File: src/rtl/zmips_pkg.sv
// Shared types and constants for the zmips register-file write path.
package zmips_pkg;

    localparam int unsigned REG_AW  = 5;
    localparam int unsigned WORD_W  = 32;

    typedef logic [REG_AW-1:0] regaddr_t;
    typedef logic [WORD_W-1:0] word_t;

    localparam regaddr_t REG_PC_SHADOW = 5'd30;
    localparam regaddr_t REG_PC        = 5'd31;

    // One pending regfile write: destination plus data
    typedef struct packed {
        regaddr_t addr;
        word_t    data;
    } wb_entry_t;

    // r30/r31 mirror the PC and are never written through the regfile port
    function automatic logic is_pc_reg(input regaddr_t addr);
        return (addr == REG_PC_SHADOW) || (addr == REG_PC);
    endfunction

endpackage

File: src/rtl/zmips_tag_fifo.sv
// In-order FIFO of destination registers for outstanding loads.
module zmips_tag_fifo
    import zmips_pkg::*;
#(
    parameter int unsigned DEPTH = 4
) (
    input  logic     clk,
    input  logic     rst_n,
    input  logic     push,
    input  regaddr_t push_data,
    input  logic     pop,
    output regaddr_t head,
    output logic     full,
    output logic     empty
);

    localparam int unsigned AW = $clog2(DEPTH);
    localparam int unsigned CW = AW + 1;

    logic [AW-1:0] wr_ptr;
    logic [AW-1:0] rd_ptr;
    logic [CW-1:0] count;
    regaddr_t      mem [DEPTH];

    logic do_push;
    logic do_pop;

    assign do_push = push && !full;
    assign do_pop  = pop && !empty;

    assign full  = (count == CW'(DEPTH));
    assign empty = (count == '0);
    assign head  = mem[rd_ptr];

    // Pointers wrap naturally since DEPTH is a power of two
    always_ff @(posedge clk or negedge rst_n) begin
        if (!rst_n) begin
            wr_ptr <= '0;
            rd_ptr <= '0;
            count  <= '0;
        end else begin
            if (do_push) begin
                wr_ptr <= wr_ptr + AW'(1);
            end
            if (do_pop) begin
                rd_ptr <= rd_ptr + AW'(1);
            end
            case ({do_push, do_pop})
                2'b10:   count <= count + CW'(1);
                2'b01:   count <= count - CW'(1);
                default: count <= count;
            endcase
        end
    end

    always_ff @(posedge clk) begin
        if (do_push) begin
            mem[wr_ptr] <= push_data;
        end
    end

endmodule

File: src/rtl/zmips_wb_arbiter.sv
// Merges ALU results and in-order load returns onto the single regfile
// write port, and tracks pending load destinations for hazard detection.
module zmips_wb_arbiter
    import zmips_pkg::*;
#(
    parameter int unsigned LD_DEPTH = 4
) (
    input  logic        clk,
    input  logic        rst_n,
    input  logic        alu_valid,
    input  logic [4:0]  alu_addr,
    input  logic [31:0] alu_data,
    input  logic        ld_issue,
    input  logic [4:0]  ld_issue_addr,
    output logic        ld_issue_ready,
    input  logic        ld_valid,
    input  logic [31:0] ld_data,
    output logic        ld_ready,
    output logic        wr,
    output logic [4:0]  wr_addr,
    output logic [31:0] wr_data,
    output logic [31:0] busy
);

    logic      fifo_full;
    logic      fifo_empty;
    regaddr_t  tag_head;

    logic      hold_valid_q;
    wb_entry_t hold_q;
    logic      hold_valid_d;
    wb_entry_t hold_d;

    logic      sel_valid;
    logic      sel_is_load;
    wb_entry_t sel;
    logic [31:0] busy_d;

    logic      ld_accept;
    logic      issue_accept;

    // A return may only be taken if it has a slot: write port now or hold
    assign ld_ready       = !fifo_empty && (!hold_valid_q || !alu_valid);
    assign ld_accept      = ld_valid && ld_ready;
    assign ld_issue_ready = !fifo_full && !busy[ld_issue_addr];
    assign issue_accept   = ld_issue && ld_issue_ready;

    zmips_tag_fifo #(
        .DEPTH (LD_DEPTH)
    ) u_tag_fifo (
        .clk       (clk),
        .rst_n     (rst_n),
        .push      (issue_accept),
        .push_data (ld_issue_addr),
        .pop       (ld_accept),
        .head      (tag_head),
        .full      (fifo_full),
        .empty     (fifo_empty)
    );

    // Write-port selection: ALU, then hold, then a fresh load return
    always_comb begin
        sel_valid    = 1'b0;
        sel_is_load  = 1'b0;
        sel          = '0;
        hold_valid_d = hold_valid_q;
        hold_d       = hold_q;

        if (alu_valid) begin
            sel_valid = 1'b1;
            sel.addr  = alu_addr;
            sel.data  = alu_data;
            if (ld_accept) begin
                hold_valid_d = 1'b1;
                hold_d.addr  = tag_head;
                hold_d.data  = ld_data;
            end
        end else if (hold_valid_q) begin
            sel_valid    = 1'b1;
            sel_is_load  = 1'b1;
            sel          = hold_q;
            hold_valid_d = ld_accept;
            if (ld_accept) begin
                hold_d.addr = tag_head;
                hold_d.data = ld_data;
            end
        end else if (ld_accept) begin
            sel_valid   = 1'b1;
            sel_is_load = 1'b1;
            sel.addr    = tag_head;
            sel.data    = ld_data;
        end
    end

    // Scoreboard: clear on load writeback, set on accepted issue
    always_comb begin
        busy_d = busy;
        if (sel_valid && sel_is_load) begin
            busy_d[sel.addr] = 1'b0;
        end
        if (issue_accept && !is_pc_reg(ld_issue_addr)) begin
            busy_d[ld_issue_addr] = 1'b1;
        end
        busy_d[31:30] = 2'b00;
    end

    always_ff @(posedge clk or negedge rst_n) begin
        if (!rst_n) begin
            hold_valid_q <= 1'b0;
            hold_q       <= '0;
            busy         <= '0;
            wr           <= 1'b0;
            wr_addr      <= '0;
            wr_data      <= '0;
        end else begin
            hold_valid_q <= hold_valid_d;
            hold_q       <= hold_d;
            busy         <= busy_d;
            wr           <= sel_valid && !is_pc_reg(sel.addr);
            if (sel_valid) begin
                wr_addr <= sel.addr;
                wr_data <= sel.data;
            end
        end
    end

endmodule

File: config.mk
export PLATFORM = sky130hd
export DESIGN_NAME = zmips_wb_arbiter
export DESIGN_NICKNAME = d
export VERILOG_FILES = /design/src/rtl/zmips_pkg.sv /design/src/rtl/zmips_tag_fifo.sv /design/src/rtl/zmips_wb_arbiter.sv
export SDC_FILE = /design/constraint.sdc
export NUM_CORES = 1
export LEC_CHECK = 0
export ABC_AREA = 1
export CORE_ASPECT_RATIO = 1.25
export CORE_MARGIN = 8
export CORE_UTILIZATION = 40
export CTS_CLUSTER_DIAMETER = 40
export DETAILED_ROUTE_END_ITERATION = 8
export GPL_TIMING_DRIVEN = 0
export PLACE_DENSITY_LB_ADDON = 0.25
export SLEW_MARGIN = 15
export SYNTH_ARGS = -nofsm -noshare
export SYNTH_HDL_FRONTEND = slang
export SYNTH_HIERARCHICAL = 1
export SYNTH_SLANG_ARGS = --single-unit
File: constraint.sdc
create_clock -name clk -period 3.3 [get_ports clk]
set_clock_uncertainty 0.15 [all_clocks]
set_input_delay 0.33 -clock clk [delete_from_list [all_inputs] [get_ports clk]]
set_output_delay 0.33 -clock clk [all_outputs]
set_load 0.01 [all_outputs]
==> flow_summary.html, run 1 <==
<table>
<tr><th>Metric</th><th>Value</th></tr>
<tr><th colspan="2">Logic synthesis</th></tr>
<tr><td>Post-synthesis cell area</td><td>around 6700 um^2</td></tr>
<tr><td>Post-synthesis instance total</td><td>~840</td></tr>
<tr><td>Synth warn</td><td>6</td></tr>
<tr><td>Syn avg cell area</td><td>roughly 7.9 um^2</td></tr>
<tr><td>Share of synthesized area occupied by flip-flops and latches</td><td>51.45%</td></tr>
<tr><td>Number of unique standard cell types used by synthesis</td><td>36</td></tr>
<tr><td>Seq cells post-synth</td><td>133</td></tr>
<tr><th colspan="2">STA</th></tr>
<tr><td>Tightest hold margin</td><td>0.1257 ns</td></tr>
<tr><td>Slew Limit Headroom</td><td>59.09%</td></tr>
<tr><td>Setup TNS</td><td>0 ns</td></tr>
<tr><td>Count of endpoints failing setup in the final report</td><td>0</td></tr>
<tr><td>Fmax</td><td>0.3344 GHz</td></tr>
<tr><td>Crit share post-route</td><td>90.63%</td></tr>
<tr><td>Crit path setup slack, layout</td><td>0.3092 ns</td></tr>
<tr><td>Final Hold Vio Count</td><td>0</td></tr>
<tr><td>Minimum period implied by the final worst setup slack</td><td>2.991 ns</td></tr>
<tr><td>RSZ-0062 raised after global routing</td><td>false</td></tr>
<tr><td>Max-slew violation count</td><td>0</td></tr>
<tr><td>Transition time at the pin with the least slew margin</td><td>0.6136 ns</td></tr>
<tr><th colspan="2">Route</th></tr>
<tr><td>DRC violation count after routing</td><td>0</td></tr>
<tr><td>Post-Route WL</td><td>20250 um</td></tr>
<tr><td>Residual antenna-violating net count after detailed routing</td><td>0</td></tr>
<tr><td>Final routed wire length divided by cell count</td><td>16.34 um</td></tr>
<tr><td>Drt initial violations</td><td>462</td></tr>
<tr><td>Via density per instance</td><td>5.002</td></tr>
<tr><td>Routed via count</td><td>about 6200</td></tr>
<tr><td>DR pass1 iterations</td><td>5</td></tr>
<tr><th colspan="2">Min path</th></tr>
<tr><td>Class of the tightest hold or removal check</td><td>in2reg</td></tr>
<tr><th colspan="2">Placed design</th></tr>
<tr><td>Placer's final routability congestion estimate</td><td>0.8768</td></tr>
<tr><td>Count of input and output buffers</td><td>147</td></tr>
<tr><td>Cells after DPL</td><td>1206</td></tr>
<tr><td>HPWL after detailed placement</td><td>~15000 um</td></tr>
<tr><td>Worst Setup Slack post-DPL</td><td>-0.1289 ns</td></tr>
<tr><th colspan="2">Die</th></tr>
<tr><td>Die span in x</td><td>approximately 130 um</td></tr>
<tr><td>Starting Density</td><td>40.97%</td></tr>
<tr><td>Overall die area</td><td>~21000 um^2</td></tr>
<tr><td>IO Count</td><td>about 150</td></tr>
<tr><td>Floorplan core area</td><td>16270 um^2</td></tr>
<tr><td>Standard-cell row count</td><td>52</td></tr>
<tr><td>Die Span Y</td><td>160.3 um</td></tr>
<tr><th colspan="2">Finish</th></tr>
<tr><td>Layout Utilization</td><td>between 50% and 60%</td></tr>
<tr><td>Commonest non-fill, non-tap cells in the layout</td><td>364 x sky130_fd_sc_hd__nand2_1, 146 x sky130_fd_sc_hd__clkdlybuf4s50_1, 113 x sky130_fd_sc_hd__dfrtp_1</td></tr>
<tr><td>Area occupied by registers</td><td>3428 um^2</td></tr>
<tr><td>Fillcell total</td><td>1542</td></tr>
<tr><td>Commonest non-fill, non-tap cell in the layout</td><td>sky130_fd_sc_hd__nand2_1</td></tr>
<tr><td>Relative area change from synthesis to final layout</td><td>34.96%</td></tr>
<tr><td>Multi-input combinational cell area</td><td>between 2000 and 3000 um^2</td></tr>
<tr><td>Ant. Diodes</td><td>0</td></tr>
<tr><td>Net count, final</td><td>1095</td></tr>
<tr><td>Share of final-layout standard cells stronger than drive strength 1</td><td>7.918%</td></tr>
<tr><td>Number of non-filler instances in the completed layout</td><td>1239</td></tr>
<tr><th colspan="2">Power and ir drop</th></tr>
<tr><td>Power per cell area</td><td>828.3 nW/um^2</td></tr>
<tr><td>Peak supply drop</td><td>approximately 0.38 mV</td></tr>
<tr><td>Cell leakage power</td><td>0.004191 uW</td></tr>
<tr><th colspan="2">Worst setup path</th></tr>
<tr><td>Crit path arrival time</td><td>approximately 3.2 ns</td></tr>
<tr><td>Worst setup slack for register-to-register paths</td><td>0.78 ns</td></tr>
<tr><td>Kind of critical path</td><td>in2reg</td></tr>
<tr><td>Max FO, Critical Path</td><td>12</td></tr>
<tr><td>CP Capture Type</td><td>flip-flop</td></tr>
<tr><td>Endpoint required time on the critical path</td><td>3.46 ns</td></tr>
<tr><td>CP startpoint kind</td><td>input pin</td></tr>
<tr><th colspan="2">Global route</th></tr>
<tr><td>GRT Total Usage</td><td>just under 20%</td></tr>
<tr><td>Maximum number of pins on one net before global-route repair</td><td>63</td></tr>
<tr><td>Number of antenna violations at the first check in global routing</td><td>0</td></tr>
<tr><td>Vias in the first global route</td><td>6202</td></tr>
<tr><td>Wire length of the first global-routing pass</td><td>32780 um</td></tr>
<tr><td>Overflow left after global routing</td><td>0</td></tr>
<tr><th colspan="2">Job</th></tr>
<tr><td>Max Cap Viol</td><td>0</td></tr>
<tr><th colspan="2">Clock tree</th></tr>
<tr><td>Clk sink count</td><td>133</td></tr>
<tr><td>Post-CTS Setup Inserts</td><td>0</td></tr>
<tr><td>Number of buffers created by CTS</td><td>17</td></tr>
<tr><td>Clock-pin transition on the worst setup and hold timing paths</td><td>0.06 ns</td></tr>
<tr><td>CTS tree</td><td>done</td></tr>
<tr><td>Clock insertion delay at the later pin of the skew report</td><td>0.43 ns</td></tr>
<tr><td>Deepest clock path buffer count</td><td>2</td></tr>
<tr><td>Depth of the CTS H-tree</td><td>4</td></tr>
<tr><td>Clock root buffer master</td><td>sky130_fd_sc_hd__clkbuf_16</td></tr>
<tr><th colspan="2">Status</th></tr>
<tr><td>Outcome</td><td>finished, final reports clean</td></tr>
</table>
## final timing paths
check | endpoint | start | depth (start not counted)
worst min-delay path | hold_valid_q$_DFFE_PN0P_ | alu_valid | 3
max in group asynchronous | wr_data[22]$_DFFE_PN0P_ | rst_n | 3
worst max-delay path | u_tag_fifo/count[2]$_DFFE_PN0P_ | ld_issue_addr[0] | 21
min in group asynchronous | wr_data[1]$_DFFE_PN0P_ | rst_n | 2
worst max register to register | u_tag_fifo/count[1]$_DFFE_PN0P_ | u_tag_fifo/count[1]$_DFFE_PN0P_ | 14
worst min register to register | u_tag_fifo/count[0]$_DFFE_PN0P_ | u_tag_fifo/count[0]$_DFFE_PN0P_ | 1
## flip-flops by register name, summed over array words and instances (netlist names)
signal and cells:
u_tag_fifo/wr_ptr 2, u_tag_fifo/rd_ptr 2, u_tag_fifo/mem 20, wr_addr 5, wr_data 32, wr 1, u_tag_fifo/count 3, hold_q 37
hold_valid_q 1, busy 30
## Yosys cell counts (all sizes together)
master  number  area, um^2
a21oi       13       65.06
a221oi      23       201.4
buf         22       161.4
clkbuf      19       71.32
conb         1       3.750
dfrtp      113        2828
edfxtp      20       600.6
fa           1       20.02
ha           5       62.56
inv         59       224.0
nand2      370        1409
nand3       43       245.2
nand3b       1       7.510
nand4        1       6.260
nor2        74       292.8
nor3         8       45.04
nor3b        1       12.51
o211ai      10       80.07
o21ai       52       260.3
o22ai        4       58.81
xnor2        1       8.760
## critical path, cell delays in order
cell and delay, ns:
sky130_fd_sc_hd__clkdlybuf4s50_1 0.59, sky130_fd_sc_hd__buf_6 0.19, sky130_fd_sc_hd__buf_2 0.26, sky130_fd_sc_hd__nand2_1 0.08
sky130_fd_sc_hd__nand2_1 0.09, sky130_fd_sc_hd__nand2_1 0.05, sky130_fd_sc_hd__nand2_1 0.09, sky130_fd_sc_hd__nand2_1 0.05
sky130_fd_sc_hd__nand2_1 0.08, sky130_fd_sc_hd__nor2_2 0.04, sky130_fd_sc_hd__nand2_2 0.09, sky130_fd_sc_hd__nor2_4 0.06
sky130_fd_sc_hd__buf_6 0.15, sky130_fd_sc_hd__nand2_4 0.10, sky130_fd_sc_hd__ha_1 0.17, sky130_fd_sc_hd__inv_1 0.06
sky130_fd_sc_hd__fa_1 0.37, sky130_fd_sc_hd__nand2_1 0.10, sky130_fd_sc_hd__nand3_1 0.08, sky130_fd_sc_hd__nand2_1 0.06
sky130_fd_sc_hd__nand2_1 0.05
## what timing repair did
| item | CTS | global route |
|---|---|---|
| resized for setup | 0 | 0 |
| hold endpoints to repair | 61 | 0 |
| hold buffers | 1 | 0 |
## cells by family after synthesis
family                     after synthesis  share of synthesized area (%)
DFF                                    133                          51.45
AOI/OAI and AO/OA                      102                          9.989
adders and majority gates                6                          1.239
buffers and inverters                  100                          6.853
xor gates and xnor gates                 1                         0.1315
other                                    1                        0.05627
and+or+nand+nor                        498                          30.29
## final cells by class
cell class | count | area share, %
flip-flops and latches | 133 | 38.12
multi-input cells | 609 | 30.94
repair buffers | 149 | 16.79
clock buffers | 17 | 4.730
well taps | 216 | 3.005
plain buffers | 41 | 2.588
inverters | 59 | 2.490
clock inverters | 15 | 1.336
## per-layer routing
layer | track usage [%] | part of all wire (%) | vias up
li1 | - | - | 3036
met4 | 7.588 | 2.3 | 0
met1 | 23.01 | 41 | 2904
met5 | 0 | 0 | -
met3 | 4.994 | 7.2 | 35
met2 | 33.22 | 49 | 223
## through the flow
step / power (uW) / area (um^2)
final: 7449 / 8994
after global routing: 7980 / 8994
after CTS: 7524 / 8994
after detailed placement: 5732 / 8438
after global placement: 5660 / 8409
after floorplan: 4330 / 6668
## power breakdown
group	internal [uW]	switching, uW	total (uW)	leakage [uW]
Combinational	1320	1650	2970	0.00238
Sequential	2310	405	2720	0.00155
Clock	974	787	1760	0.000258
Note: power is estimated with default switching activity, not from simulation.
==> run 2, diff against run 1 <==
- DONT_BUFFER_PORTS: not set -> 1
==> run 2 against run 1 <==
The run now ends with negative hold slack left. Fmax grew 17%. Via count shrank 4.4%. Clock power grew 11%. Critical path type is now reg2reg.
==> flow_summary.html, run 2 (same netlist as run 1, synthesis figures left out) <==
<table>
<tr><th>Metric</th><th>Value</th></tr>
<tr><th colspan="2">Status</th></tr>
<tr><td>Outcome</td><td>complete, but fails checks</td></tr>
<tr><td>Failing checks</td><td>negative hold slack</td></tr>
<tr><th colspan="2">Power and ir drop</th></tr>
<tr><td>Cell leakage power</td><td>approximately 0.0040 uW</td></tr>
<tr><td>Peak supply drop</td><td>between 0.4 and 0.5 mV</td></tr>
<tr><td>Power per cell area</td><td>~840 nW/um^2</td></tr>
<tr><th colspan="2">STA</th></tr>
<tr><td>Tightest hold margin</td><td>-0.01820 ns</td></tr>
<tr><td>Minimum period implied by the final worst setup slack</td><td>2.556 ns</td></tr>
<tr><td>Final Hold Vio Count</td><td>2</td></tr>
<tr><td>Count of endpoints failing setup in the final report</td><td>0</td></tr>
<tr><td>Fmax</td><td>~0.39 GHz</td></tr>
<tr><td>Slew Limit Headroom</td><td>60.93%</td></tr>
<tr><td>RSZ-0062 raised after global routing</td><td>false</td></tr>
<tr><td>Setup TNS</td><td>0 ns</td></tr>
<tr><td>Max-slew violation count</td><td>0</td></tr>
<tr><td>Crit share post-route</td><td>77.47%</td></tr>
<tr><td>Transition time at the pin with the least slew margin</td><td>0.5860 ns</td></tr>
<tr><th colspan="2">Die</th></tr>
<tr><td>Die span in x</td><td>about 130 um</td></tr>
<tr><td>Die Span Y</td><td>160.3 um</td></tr>
<tr><td>Overall die area</td><td>21070 um^2</td></tr>
<tr><td>IO Count</td><td>151</td></tr>
<tr><td>Floorplan core area</td><td>16270 um^2</td></tr>
<tr><td>Starting Density</td><td>about two fifths</td></tr>
<tr><td>Standard-cell row count</td><td>52</td></tr>
<tr><th colspan="2">Clock tree</th></tr>
<tr><td>Deepest clock path buffer count</td><td>2</td></tr>
<tr><td>Number of buffers created by CTS</td><td>17</td></tr>
<tr><td>Clock-pin transition on the worst setup and hold timing paths</td><td>0.06 ns</td></tr>
<tr><td>Post-CTS Setup Inserts</td><td>0</td></tr>
<tr><td>Clock root buffer master</td><td>sky130_fd_sc_hd__clkbuf_16</td></tr>
<tr><td>Hold-fix buffers at CTS</td><td>75</td></tr>
<tr><td># resized after CTS</td><td>0</td></tr>
<tr><td>Clk sink count</td><td>133</td></tr>
<tr><td>Clock insertion delay at the later pin of the skew report</td><td>roughly 0.43 ns</td></tr>
<tr><td>Depth of the CTS H-tree</td><td>4</td></tr>
<tr><td>CTS tree</td><td>done</td></tr>
<tr><th colspan="2">Placed design</th></tr>
<tr><td>Cells after DPL</td><td>1058</td></tr>
<tr><td>HPWL after detailed placement</td><td>14230 um</td></tr>
<tr><td>Placer's final routability congestion estimate</td><td>0.8615</td></tr>
<tr><td>Count of input and output buffers</td><td>0</td></tr>
<tr><th colspan="2">Global route</th></tr>
<tr><td>Wire length of the first global-routing pass</td><td>32740 um</td></tr>
<tr><td>Number of antenna violations at the first check in global routing</td><td>0</td></tr>
<tr><td>Vias in the first global route</td><td>5978</td></tr>
<tr><td>Overflow left after global routing</td><td>0</td></tr>
<tr><td>Maximum number of pins on one net before global-route repair</td><td>114</td></tr>
<tr><td>GRT Total Usage</td><td>19.53%</td></tr>
<tr><th colspan="2">Finish</th></tr>
<tr><td>Share of final-layout standard cells stronger than drive strength 1</td><td>just over 8%</td></tr>
<tr><td>Flip-flop count of the largest register, all copies and words added</td><td>37</td></tr>
<tr><td>Number of non-filler instances in the completed layout</td><td>1166</td></tr>
<tr><td>Top reg by flops</td><td>hold_q</td></tr>
<tr><td>Net count, final</td><td>1022</td></tr>
<tr><td>Top flop regs</td><td>hold_q x37, wr_data x32, busy x30</td></tr>
<tr><td>Ant. Diodes</td><td>0</td></tr>
<tr><td>Commonest non-fill, non-tap cell in the layout</td><td>sky130_fd_sc_hd__nand2_1</td></tr>
<tr><td>Commonest non-fill, non-tap cells in the layout</td><td>364 x sky130_fd_sc_hd__nand2_1, 113 x sky130_fd_sc_hd__dfrtp_1, 75 x sky130_fd_sc_hd__dlygate4sd3_1</td></tr>
<tr><td>Fillcell total</td><td>1574</td></tr>
<tr><td>Relative area change from synthesis to final layout</td><td>25.01%</td></tr>
<tr><th colspan="2">Min path</th></tr>
<tr><td>Class of the tightest hold or removal check</td><td>in2reg</td></tr>
<tr><th colspan="2">Route</th></tr>
<tr><td>Routed via count</td><td>5928</td></tr>
<tr><td>Final routed wire length divided by cell count</td><td>17.58 um</td></tr>
<tr><td>DRC violation count after routing</td><td>0</td></tr>
<tr><td>Post-Route WL</td><td>a little over 20000 um</td></tr>
<tr><td>Via density per instance</td><td>5.084</td></tr>
<tr><td>Residual antenna-violating net count after detailed routing</td><td>0</td></tr>
<tr><td>DR pass1 iterations</td><td>5</td></tr>
<tr><td>Drt initial violations</td><td>455</td></tr>
<tr><th colspan="2">Worst setup path</th></tr>
<tr><td>Crit path arrival time</td><td>2.76 ns</td></tr>
<tr><td>Most common cell on crit path</td><td>sky130_fd_sc_hd__nand2_1</td></tr>
<tr><td>Dominant delay contributor by cell family on the critical path</td><td>simple AND/OR/NAND/NOR gates</td></tr>
<tr><td>Worst path slowest cell</td><td>sky130_fd_sc_hd__dfrtp_1</td></tr>
<tr><td>Endpoint required time on the critical path</td><td>3.50 ns</td></tr>
<tr><td>CP startpoint kind</td><td>flip-flop</td></tr>
<tr><td>Bufs and invs on worst path</td><td>2</td></tr>
<tr><td>Max FO, Critical Path</td><td>12</td></tr>
<tr><td>CP Capture Type</td><td>flip-flop</td></tr>
<tr><td>Ordered list of cells on the worst path</td><td>nand2_1 -&gt; nand2_1 -&gt; nand2_1 -&gt; nand2_1 -&gt; nand2_1 -&gt; nand2_1 -&gt; nor2_2 -&gt; nand2_2 -&gt; nor2_4 -&gt; buf_6 -&gt; nand2_4 -&gt; ha_1 -&gt; inv_1 -&gt; fa_1 -&gt; o21ai_0</td></tr>
<tr><td>Max stage delay on crit path</td><td>~0.45 ns</td></tr>
<tr><td>Kind of critical path</td><td>reg2reg</td></tr>
<tr><th colspan="2">Job</th></tr>
<tr><td>Max Cap Viol</td><td>0</td></tr>
</table>
run 2: worst paths after layout:
check,from,to,slack (ns),cells past startpoint
max in group asynchronous,rst_n,busy[21]$_DFF_PN0_,2.16,2
min in group asynchronous,rst_n,wr_data[1]$_DFFE_PN0P_,0.36,2
min,ld_data[3],wr_data[3]$_DFFE_PN0P_,-0.02,2
max,busy[9]$_DFF_PN0_,u_tag_fifo/count[1]$_DFFE_PN0P_,0.74,15
max reg2reg,busy[9]$_DFF_PN0_,u_tag_fifo/count[1]$_DFFE_PN0P_,0.74,15
min reg2reg,u_tag_fifo/count[0]$_DFFE_PN0P_,u_tag_fifo/count[0]$_DFFE_PN0P_,0.32,1
run 2: power breakdown:
| part | switching [uW] | internal (uW) |
|---|---|---|
| sequential | 658 | 2310 |
| clock | 731 | 1230 |
| combinational | 1320 | 738 |
run 2: metal layers:
layer | up-vias | part of all wire, % | global-route usage (%)
met1 | 2801 | 41 | 22.47
met2 | 208 | 49 | 33.05
li1 | 2894 | - | -
met5 | - | 0 | 0
met4 | 0 | 1.5 | 7.117
met3 | 25 | 8.0 | 6.679
run 2: worst register-to-register path, delay by kind of cell (launching register included):
family / cells / cell delay (ns)
adder cells (fa/ha/maj): 2 / 0.63
flip-flops: 1 / 0.45
AO/OA/AOI/OAI: 1 / 0.16
buffers and inverters: 2 / 0.26
AND/OR/NAND/NOR: 10 / 0.84
run 2: layout make-up:
class	count	area [um^2]	area share, %
Multi-Input combinational cell	609	2783	33.40
Timing Repair Buffer	76	778.2	9.342
Buffer	41	232.7	2.794
Clock buffer	23	500.5	6.008
Sequential cell	133	3428	41.15
Tap cell	216	270.3	3.244
Clock inverter	9	113.9	1.367
Inverter	59	224.0	2.688
run 2: stage by stage:
step | area (um^2) | utilization [%] | hold WS (ns) | total power (uW) | worst slack, ns
floorplan | 6668 | - | -0.1156 | 4330 | 0.8359
finish | 8330 | 51.22 | -0.01820 | 6985 | 0.7436
global route | 8330 | 51.22 | 0.01544 | 7497 | 0.4574
CTS | 8320 | 51.15 | 0.003373 | 7044 | 0.7336
detailed placement | 6938 | 42.65 | -0.1123 | 4943 | 0.5159
global placement | 6938 | 42.65 | -0.1110 | 4900 | 0.5575
